==> src/rtl/rtc_lectura_seq_pkg.sv <==
// Shared types and constants for the RTC read sequencer: FSM states, register indices and bus addresses.
package rtc_pkg;

   typedef enum logic [2:0] {
      IDLE = 3'd0,
      ADDR = 3'd1,
      GAP1 = 3'd2,
      DATA = 3'd3,
      LOAD = 3'd4,
      GAP2 = 3'd5
   } state_t;

   localparam int NUM_REGS = 9;

   localparam logic [3:0] IDX_HORA   = 4'd0;
   localparam logic [3:0] IDX_MIN    = 4'd1;
   localparam logic [3:0] IDX_SEG    = 4'd2;
   localparam logic [3:0] IDX_DIA    = 4'd3;
   localparam logic [3:0] IDX_MES    = 4'd4;
   localparam logic [3:0] IDX_ANO    = 4'd5;
   localparam logic [3:0] IDX_CRHORA = 4'd6;
   localparam logic [3:0] IDX_CRMIN  = 4'd7;
   localparam logic [3:0] IDX_CRSEG  = 4'd8;

   // Element i is the RTC address read at sweep step i (0x23 first, 0x41 last).
   localparam logic [NUM_REGS-1:0][7:0] ADDR_TBL = {
      8'h41, 8'h42, 8'h43, 8'h26, 8'h25, 8'h24, 8'h21, 8'h22, 8'h23
   };

endpackage

==> src/rtl/rtc_bus_phase_timer.sv <==
// Bus phase timer: counts 0..T_WAIT-1 while run is high; expire flags the last cycle of a phase.
// load parks the count at 0 so every timed phase starts from a clean count.
module rtc_bus_phase_timer #(
   parameter int T_WAIT = 4
) (
   input  logic clk,
   input  logic reset,
   input  logic load,
   input  logic run,
   output logic expire
);

   localparam logic [7:0] LAST = 8'(T_WAIT - 1);

   logic [7:0] cnt;

   assign expire = run && (cnt == LAST);

   always_ff @(posedge clk) begin
      if (reset || load) begin
         cnt <= 8'd0;
      end else if (run) begin
         cnt <= expire ? 8'd0 : cnt + 8'd1;
      end
   end

endmodule

==> src/rtl/rtc_lectura_seq.sv <==
// Sweeps the nine RTC registers over the multiplexed AD bus and hands each byte to the bank with a one-hot enable.
// A sweep is 9*(4*T_WAIT+1) busy cycles; RTC_AUTO_REFRESH_EN adds a periodic internal start.
import rtc_pkg::*;

module rtc_lectura_seq #(
   parameter int T_WAIT = 4
`ifdef RTC_AUTO_REFRESH_EN
   ,
   parameter int REFRESH_PERIOD = 1000000
`endif
) (
   input  logic                clk,
   input  logic                reset,
   input  logic                start,
   input  logic [7:0]          ad_in,
   output logic [7:0]          ad_out,
   output logic                ad_oe,
   output logic                cs_n,
   output logic                rd_n,
   output logic                wr_n,
   output logic                a_d,
   output logic [7:0]          dato_bus,
   output logic [NUM_REGS-1:0] en,
   output logic                busy,
   output logic                done
);

   state_t     state, state_nxt;
   logic [3:0] idx;
   logic       run, expire, go;
   logic       last_reg;
   logic       done_r;
   logic [7:0] dato_r;

   assign run      = (state == ADDR) || (state == GAP1) || (state == DATA) || (state == GAP2);
   assign last_reg = (idx == IDX_CRSEG);

   rtc_bus_phase_timer #(
      .T_WAIT (T_WAIT)
   ) u_timer (
      .clk    (clk),
      .reset  (reset),
      .load   (!run),
      .run    (run),
      .expire (expire)
   );

`ifdef RTC_AUTO_REFRESH_EN
   logic [31:0] rcnt;
   logic        wrap;

   assign wrap = (rcnt == 32'(REFRESH_PERIOD - 1));

   always_ff @(posedge clk) begin
      if (reset) begin
         rcnt <= 32'd0;
      end else begin
         rcnt <= wrap ? 32'd0 : rcnt + 32'd1;
      end
   end

   // A wrap while busy is simply lost: only IDLE looks at go.
   assign go = start || wrap;
`else
   assign go = start;
`endif

   always_comb begin
      state_nxt = state;
      cs_n      = 1'b1;
      rd_n      = 1'b1;
      wr_n      = 1'b1;
      a_d       = 1'b0;
      ad_oe     = 1'b0;
      ad_out    = 8'h00;
      en        = '0;
      case (state)
         IDLE: begin
            if (go) state_nxt = ADDR;
         end
         ADDR: begin
            cs_n   = 1'b0;
            wr_n   = 1'b0;
            ad_oe  = 1'b1;
            ad_out = ADDR_TBL[idx];
            if (expire) state_nxt = GAP1;
         end
         GAP1: begin
            a_d = 1'b1;
            if (expire) state_nxt = DATA;
         end
         DATA: begin
            cs_n = 1'b0;
            rd_n = 1'b0;
            a_d  = 1'b1;
            if (expire) state_nxt = LOAD;
         end
         LOAD: begin
            en        = 9'd1 << idx;
            state_nxt = GAP2;
         end
         GAP2: begin
            if (expire) state_nxt = last_reg ? IDLE : ADDR;
         end
         default: state_nxt = IDLE;
      endcase
   end

   always_ff @(posedge clk) begin
      if (reset) begin
         state  <= IDLE;
         idx    <= 4'd0;
         dato_r <= 8'h00;
         done_r <= 1'b0;
      end else begin
         state  <= state_nxt;
         done_r <= (state == GAP2) && expire && last_reg;
         if (state == IDLE) begin
            idx <= 4'd0;
         end else if ((state == GAP2) && expire && !last_reg) begin
            idx <= idx + 4'd1;
         end
         // Sample the RTC on the edge that closes the read strobe window.
         if ((state == DATA) && expire) begin
            dato_r <= ad_in;
         end
      end
   end

   assign dato_bus = dato_r;
   assign busy     = (state != IDLE);
   assign done     = done_r;

endmodule

==> config.mk <==
export PLATFORM = sky130hd
export DESIGN_NAME = rtc_lectura_seq
export DESIGN_NICKNAME = d
export VERILOG_FILES = /design/src/rtl/rtc_lectura_seq_pkg.sv /design/src/rtl/rtc_bus_phase_timer.sv /design/src/rtl/rtc_lectura_seq.sv
export SDC_FILE = /design/constraint.sdc
export NUM_CORES = 1
export LEC_CHECK = 0
export BUFFER_PORTS_ARGS = -buffer_cell sky130_fd_sc_hd__buf_2
export CORE_ASPECT_RATIO = 1.1
export CORE_UTILIZATION = 50
export CTS_CLUSTER_DIAMETER = 80
export DETAILED_ROUTE_END_ITERATION = 10
export GPL_TIMING_DRIVEN = 1
export HOLD_SLACK_MARGIN = 0.05
export PLACE_DENSITY = 0.87
export REMOVE_ABC_BUFFERS = 1
export SETUP_SLACK_MARGIN = 0.2
export SKIP_LAST_GASP = 1
export SYNTH_ARGS = -nofsm -noshare
export SYNTH_HDL_FRONTEND = slang
export SYNTH_SLANG_ARGS = --single-unit
==> constraint.sdc <==
create_clock -name clk -period 2.45 [get_ports clk]
set_clock_uncertainty 0.1 [all_clocks]
set_input_delay 0.735 -clock clk [delete_from_list [all_inputs] [get_ports clk]]
set_output_delay 0.735 -clock clk [all_outputs]
set_load 0.02 [all_outputs]
==> qor.yml, run 1 <==
finish:
  num_antenna_cells: 0
  drive_above_1_share: 0.3761
  area_growth_pct: 31.98
  fillCellCount: 224
  final_cell_area_mm2: 0.001911
  post-route-util: 0.6941
  final_nets: 235
  multiInputGateArea_um2: 858.3
  final-seq-area_um2: 598.1
timing:
  min_period_ps: 2301
  hold_viol: 0
  final.setup.tns_ps: 0
  rsz0062_at_grt: "yes"
  max_freq_mhz: 434.5
  setup_viol: 0
  post-route-period-util: 0.9393
  drv_slew: 0
  worst_slack_ps: 148.7
detailed_routing:
  first_pass_iters: 4
  drc_errors: 0
  ant_nets: 0
  drt_wl_total_mm: 3.442
  via_per_inst: 5.259
  post_drt_wl_per_cell_um: 13.71
  drt_iter0_drc: 34
  via_count: 1320
clock_network:
  cts_buffers: 5
  root_buffer: "clkbuf_4"
  htreeDepth: 2
  clockBufferDepth: 2
  cts_sinks: 29
  cts_tree: "built"
  clk_latency_ps: 330
  clk_pin_slew_ps: 90
yosys:
  synth_top_family_by_area: "simple AND/OR/NAND/NOR gates"
  synthTopCellsByCount: "dfxtp_1 (29), nand2_1 (22), nor2_1 (13)"
  synth_top_area_frac: 0.4010
  syn_area_per_cell_um2: 8.668
  yosysSeqAreaShare: 0.4010
  synthAdderAreaFrac: 0.06050
  synth-simple-area-share: 0.3224
  synth.most_common_cell: "dfxtp_1"
  async_reset_ff_frac: 0
  syn_area_mm2: 0.001448
  synth_edf_count: 0
  synthFlopType: "dfxtp_1"
  synth_compound_area_frac: 0.08729
  synth_warnings: 0
  synthCells: 167
  yosysUniqueCellTypes: 39
  synth_seq_cells: 29
  muxShareOfSynthArea: 0.02074
  synth_area_leader_cell: "dfxtp_1"
  synthTopCellsByArea: "dfxtp_1 (40%), ha_1 (6.1%), nand2_1 (5.7%)"
  synth-xor-area-share: 0.05445
die:
  die_w_um: 53.31
  dieArea_mm2: 0.003115
  die_h_um: 58.44
  pin_count: 43
  start_util: 0.5259
  core_area_mm2: 0.002753
  num_rows: 20
global_routing:
  antenna_found_initial: 0
  grtUsageTotal: 0.2130
  grt_pass1_wl_mm: 4.850
  grt_start_max_net_pins: 14
  overflow: 0
  grt_pass1_vias: 1164
power:
  ir_worst_vdd_v: 0.0004074
  power_leakage_nw: 0.8517
  power_w: 0.0008045
  cellPowerDensity_mw_per_mm2: 421.1
placed_design:
  placed_area_mm2: 0.001667
  dpl.hpwl_mm: 2.176
  gp_congestion: 0.8151
  numPortBuffers: 39
  post-place-ws_ps: 228.9
run_status:
  status: "finished, final reports clean"
critical_path:
  crit_fanout: 8
  path_class: "flop to output pin"
  cp-end-kind: "output pin"
  worstRegToRegCells: 6
  arrival_ps: 1470
  crit_required_ps: 1620
  cp-start-kind: "flop"
min_path:
  worst_hold_path_type: "flop to flop"
  whs_path_depth: 2
job:
  cap_violations: 0
## cell families (layout without fill, tap and decap cells)
| logic type | after synthesis | count (layout) |
|---|---|---|
| AOI/OAI and AO/OA | 19 | 19 |
| xor gates and xnor gates | 9 | 9 |
| adders and majority gates | 7 | 7 |
| buffers and inverters | 16 | 65 |
| DFF | 29 | 29 |
| muxes | 2 | 2 |
| other | 1 | 3 |
| and+or+nand+nor | 84 | 84 |
## worst paths after layout
check,from,to,slack (ps)
worst max-delay path,state[1],en[4],150
worst min-delay path,dato_bus[1],dato_bus[1],350
worst max register to register,u_timer.cnt[0],flop,300
worst min register to register,dato_bus[1],dato_bus[1],350
## cell type report
| type | count | area share |
|---|---|---|
| clock inverter | 2 | 0.005239 |
| clock buffer | 6 | 0.02161 |
| tap | 33 | 0.02161 |
| sequential | 29 | 0.3130 |
| multi-input combinational | 124 | 0.4492 |
| inverter | 7 | 0.01637 |
| timing repair buffer | 50 | 0.1729 |
## placed cells by master (no fill, tap or decap), types with 4 or more instances in the layout
master    Yosys  routed
buf_2         2      30
dfxtp_1      29      23
nand2_1      22      22
nor2_1       13      13
buf_4         3      12
a21oi_1      10      10
and2_1        9       9
buf_6         0       8
nand3_1       7       7
and3_1        9       6
xor2_1        6       6
inv_1         7       5
ha_1          7       5
clkbuf_4      0       5
nor3_1        6       4
dfxtp_4       0       4
## per-stage QoR
stage / cells / hold WS, ps
floorplan: 160 / 337.9
global placement: 235 / 335.9
detailed placement: 235 / 342.7
CTS: 245 / 355.3
global route: 251 / 370.7
finish: 251 / 351.3
## layer usage
| layer | share of wire | up-vias | GRT usage | wire length, um |
|---|---|---|---|---|
| met5 | 0 | - | 0 | 0 |
| li1 | - | 661 | - | - |
| met4 | 0.0078 | 0 | 0.08647 | 27 |
| met2 | 0.49 | 46 | 0.3482 | 1701 |
| met3 | 0.060 | 3 | 0.07235 | 205 |
| met1 | 0.44 | 610 | 0.2508 | 1508 |
## power by group
part | internal, W | switching (W)
sequential | 0.000469 | 0.00000229
combinational | 0.0000243 | 0.0000402
clock | 0.000109 | 0.000159
total | 0.000603 | 0.000202
## worst max-delay path, cell delays in order (launching register included)
cell,delay (ps)
dfxtp_4,370
nand2b_4,150
nor3_2,120
buf_4,190
and3_4,200
buf_6,110
## timing repair
item | CTS | global route
gates resized for setup | 26 | 18
hold buffers | 0 | 0
endpoints found under the setup margin | 17 | 21
pin swaps | 0 | 3
setup buffers | 2 | 6
Note: power is estimated with default switching activity, not from simulation.
==> run 2: changes to the inputs <==
--- a/config.mk
+++ b/config.mk
@@ -5,14 +5,16 @@
 export SDC_FILE = /design/constraint.sdc
 export NUM_CORES = 1
 export LEC_CHECK = 0
+export ABC_CLOCK_PERIOD_IN_PS = 2450
 export BUFFER_PORTS_ARGS = -buffer_cell sky130_fd_sc_hd__buf_2
 export CORE_ASPECT_RATIO = 1.1
-export CORE_UTILIZATION = 50
+export CORE_MARGIN = 2
+export CORE_UTILIZATION = 38
 export CTS_CLUSTER_DIAMETER = 80
 export DETAILED_ROUTE_END_ITERATION = 10
 export GPL_TIMING_DRIVEN = 1
 export HOLD_SLACK_MARGIN = 0.05
-export PLACE_DENSITY = 0.87
+export PLACE_DENSITY = 0.71
 export REMOVE_ABC_BUFFERS = 1
 export SETUP_SLACK_MARGIN = 0.2
 export SKIP_LAST_GASP = 1
==> run 2 against run 1 <==
Compared with the run above:
- clock-buffer cell count grew 1
- global-route usage is 6.3 points lower
- first-iteration DRC count fell by 24%
- cell count is 7.2% higher
- utilization is 15 points lower
- die area increased by 39%
- combinational power is 7.0% higher
- critical path type unchanged
- largest cell class unchanged
==> qor.yml, run 2 (same netlist as run 1, synthesis figures left out) <==
clock_network:
  clockBufferDepth: 2  # unchanged
  clk_latency_ps: 280  # was 330 ps
  root_buffer: "clkbuf_8"  # was clkbuf_4
  htreeDepth: 2  # unchanged
  cts_tree: "built"  # unchanged
  cts_buffers: 5  # unchanged
  clk_pin_slew_ps: 60  # was 90 ps
  cts_sinks: 29  # unchanged
detailed_routing:
  via_count: 1282  # was 1320
  ant_nets: 0  # unchanged
  via_per_inst: 4.766  # was 5.259
  drt_iter0_drc: 26  # was 34
  post_drt_wl_per_cell_um: 11.65  # was 13.71 um
  drt_wl_total_mm: 3.134  # was 3.442 mm
  drc_errors: 0  # unchanged
  first_pass_iters: 4  # unchanged
finish:
  area_growth_pct: 38.46  # was 31.98%
  final_common_cell: "buf_2"  # unchanged
  num_antenna_cells: 0  # unchanged
  final_cell_area_mm2: 0.002004  # was 0.001911 mm^2
  final_cell_mix: "buf_2 (28), dfxtp_1 (23), nand2_1 (22)"  # was buf_2 (30), dfxtp_1 (23), nand2_1 (22)
  post-route-util: 0.5484  # was 0.6941
  fillCellCount: 338  # was 224
  final_nets: 236  # was 235
  drive_above_1_share: 0.3973  # was 0.3761
die:
  die_h_um: 68.74  # was 58.44 um
  die_w_um: 62.85  # was 53.31 um
  pin_count: 43  # unchanged
  dieArea_mm2: 0.004320  # was 0.003115 mm^2
  num_rows: 23  # was 20
  start_util: 0.3961  # was 0.5259
  core_area_mm2: 0.003655  # was 0.002753 mm^2
critical_path:
  crit_fanout: 8  # unchanged
  cp-end-kind: "output pin"  # unchanged
  worstRegToRegCells: 6  # unchanged
  rrSetupSlack_ps: 250  # was 300 ps
  r2r-start: "u_timer.cnt[0]"  # unchanged
  crit_required_ps: 1620  # about the same
  crit_chain: "nand2b_4 -> nor3_2 -> buf_4 -> and3_4 -> buf_6"  # unchanged
  worst_path_max_delay_cell: "dfxtp_4"  # unchanged
  cpPeakStageDelay_ps: 370  # about the same
  cp-start-kind: "flop"  # unchanged
  arrival_ps: 1370  # was 1470 ps
  path_class: "flop to output pin"  # unchanged
timing:
  setup_viol: 0  # unchanged
  hold_viol: 0  # unchanged
  post-route-period-util: 0.9002  # was 0.9393
  final.setup.tns_ps: 0  # unchanged
  drv_slew: 0  # unchanged
  max_freq_mhz: 453.4  # was 434.5 MHz
  min_period_ps: 2205  # was 2301 ps
  rsz0062_at_grt: "yes"  # unchanged
power:
  power_w: 0.0009704  # was 0.0008045 W
  cellPowerDensity_mw_per_mm2: 484.1  # was 421.1 mW/mm^2
  power_leakage_nw: 0.8729  # was 0.8517 nW
  ir_worst_vdd_v: 0.0002146  # was 0.0004074 V
min_path:
  min_from: "dato_bus[3]"  # was dato_bus[1]
  whs_path_depth: 2  # unchanged
  hold_end: "dato_bus[3]"  # was dato_bus[1]
  worst_hold_path_type: "flop to flop"  # unchanged
global_routing:
  antenna_found_initial: 0  # unchanged
  grt_pass1_vias: 1116  # was 1164
  grt_pass1_wl_mm: 4.905  # was 4.850 mm
  grt_start_max_net_pins: 14  # unchanged
  grtUsageTotal: 0.1502  # was 0.2130
  overflow: 0  # unchanged
placed_design:
  numPortBuffers: 39  # unchanged
  placed_area_mm2: 0.001695  # was 0.001667 mm^2
  dpl.hpwl_mm: 2.225  # was 2.176 mm
  gp_congestion: 0.8251  # was 0.8151
job:
  cap_violations: 0  # unchanged
run_status:
  status: "finished, final reports clean"  # unchanged
## run 2: cell types whose count changed in the layout (fill, tap and decap cells not counted), moves of 3 or more
cell	change
and3_4	+3
and3_1	-4
clkbuf_8	+7
buf_4	+4
clkbuf_4	-5
## run 2: area by class of cell
cell class              instances  area (um^2)  area share
inverters                       7        28.78     0.01436
multi-input cells             124        879.6      0.4388
well taps                      50        62.56     0.03121
clock buffers                   7        96.34     0.04806
repair buffers                 51        339.1      0.1692
clock inverters                 1        5.005    0.002497
flip-flops and latches         29        593.1      0.2959
## run 2: where the power goes
group | internal, W | total [W] | switching [W]
clock | 0.000253 | 0.000426 | 0.000173
combinational | 0.0000282 | 0.0000690 | 0.0000409
sequential | 0.000472 | 0.000475 | 0.00000261
## run 2: repair_timing
item	in CTS	in global routing
resized for setup	9	35
setup buffers	2	6
setup endpoints to repair	15	26
hold buffers	0	0
pin swaps	2	7
## run 2: worst max path at each step
stage,cells after the start,endpoint,startpoint,slack [ps]
after CTS,5,en[4],state[1],200
after detailed placement,6,flop,u_timer.cnt[0],210
after global routing,6,flop,u_timer.cnt[0],140
final,5,en[0],state[1],240
after floorplan,3,ad_out[0],state[0],170
after global placement,7,flop,idx[0],280
## run 2: stage by stage
step | hold WS [ps] | instances | setup slack, ps
5_1_grt | 364.9 | 269 | 139.3
6_report | 347.3 | 269 | 244.6
3_5_place_dp | 342.4 | 253 | 208.2
3_3_place_gp | 337.2 | 253 | 276.5
2_1_floorplan | 337.9 | 160 | 167.9
4_1_cts | 350.6 | 263 | 198.7
## run 2: per-layer routing
| metal | vias up | track usage | wire length [um] |
|---|---|---|---|
| met3 | 8 | 0.05519 | 178 |
| met4 | 0 | 0.07778 | 71 |
| met5 | - | 0 | 0 |
| met1 | 584 | 0.1617 | 1360 |
| li1 | 654 | - | - |
| met2 | 36 | 0.2648 | 1524 |
## run 2: critical path, delay by kind of cell (launching register included)
| family | cells | cell delay [ps] |
|---|---|---|
| buf+inv | 2 | 280 |
| flops | 1 | 370 |
| simple gates | 3 | 440 |
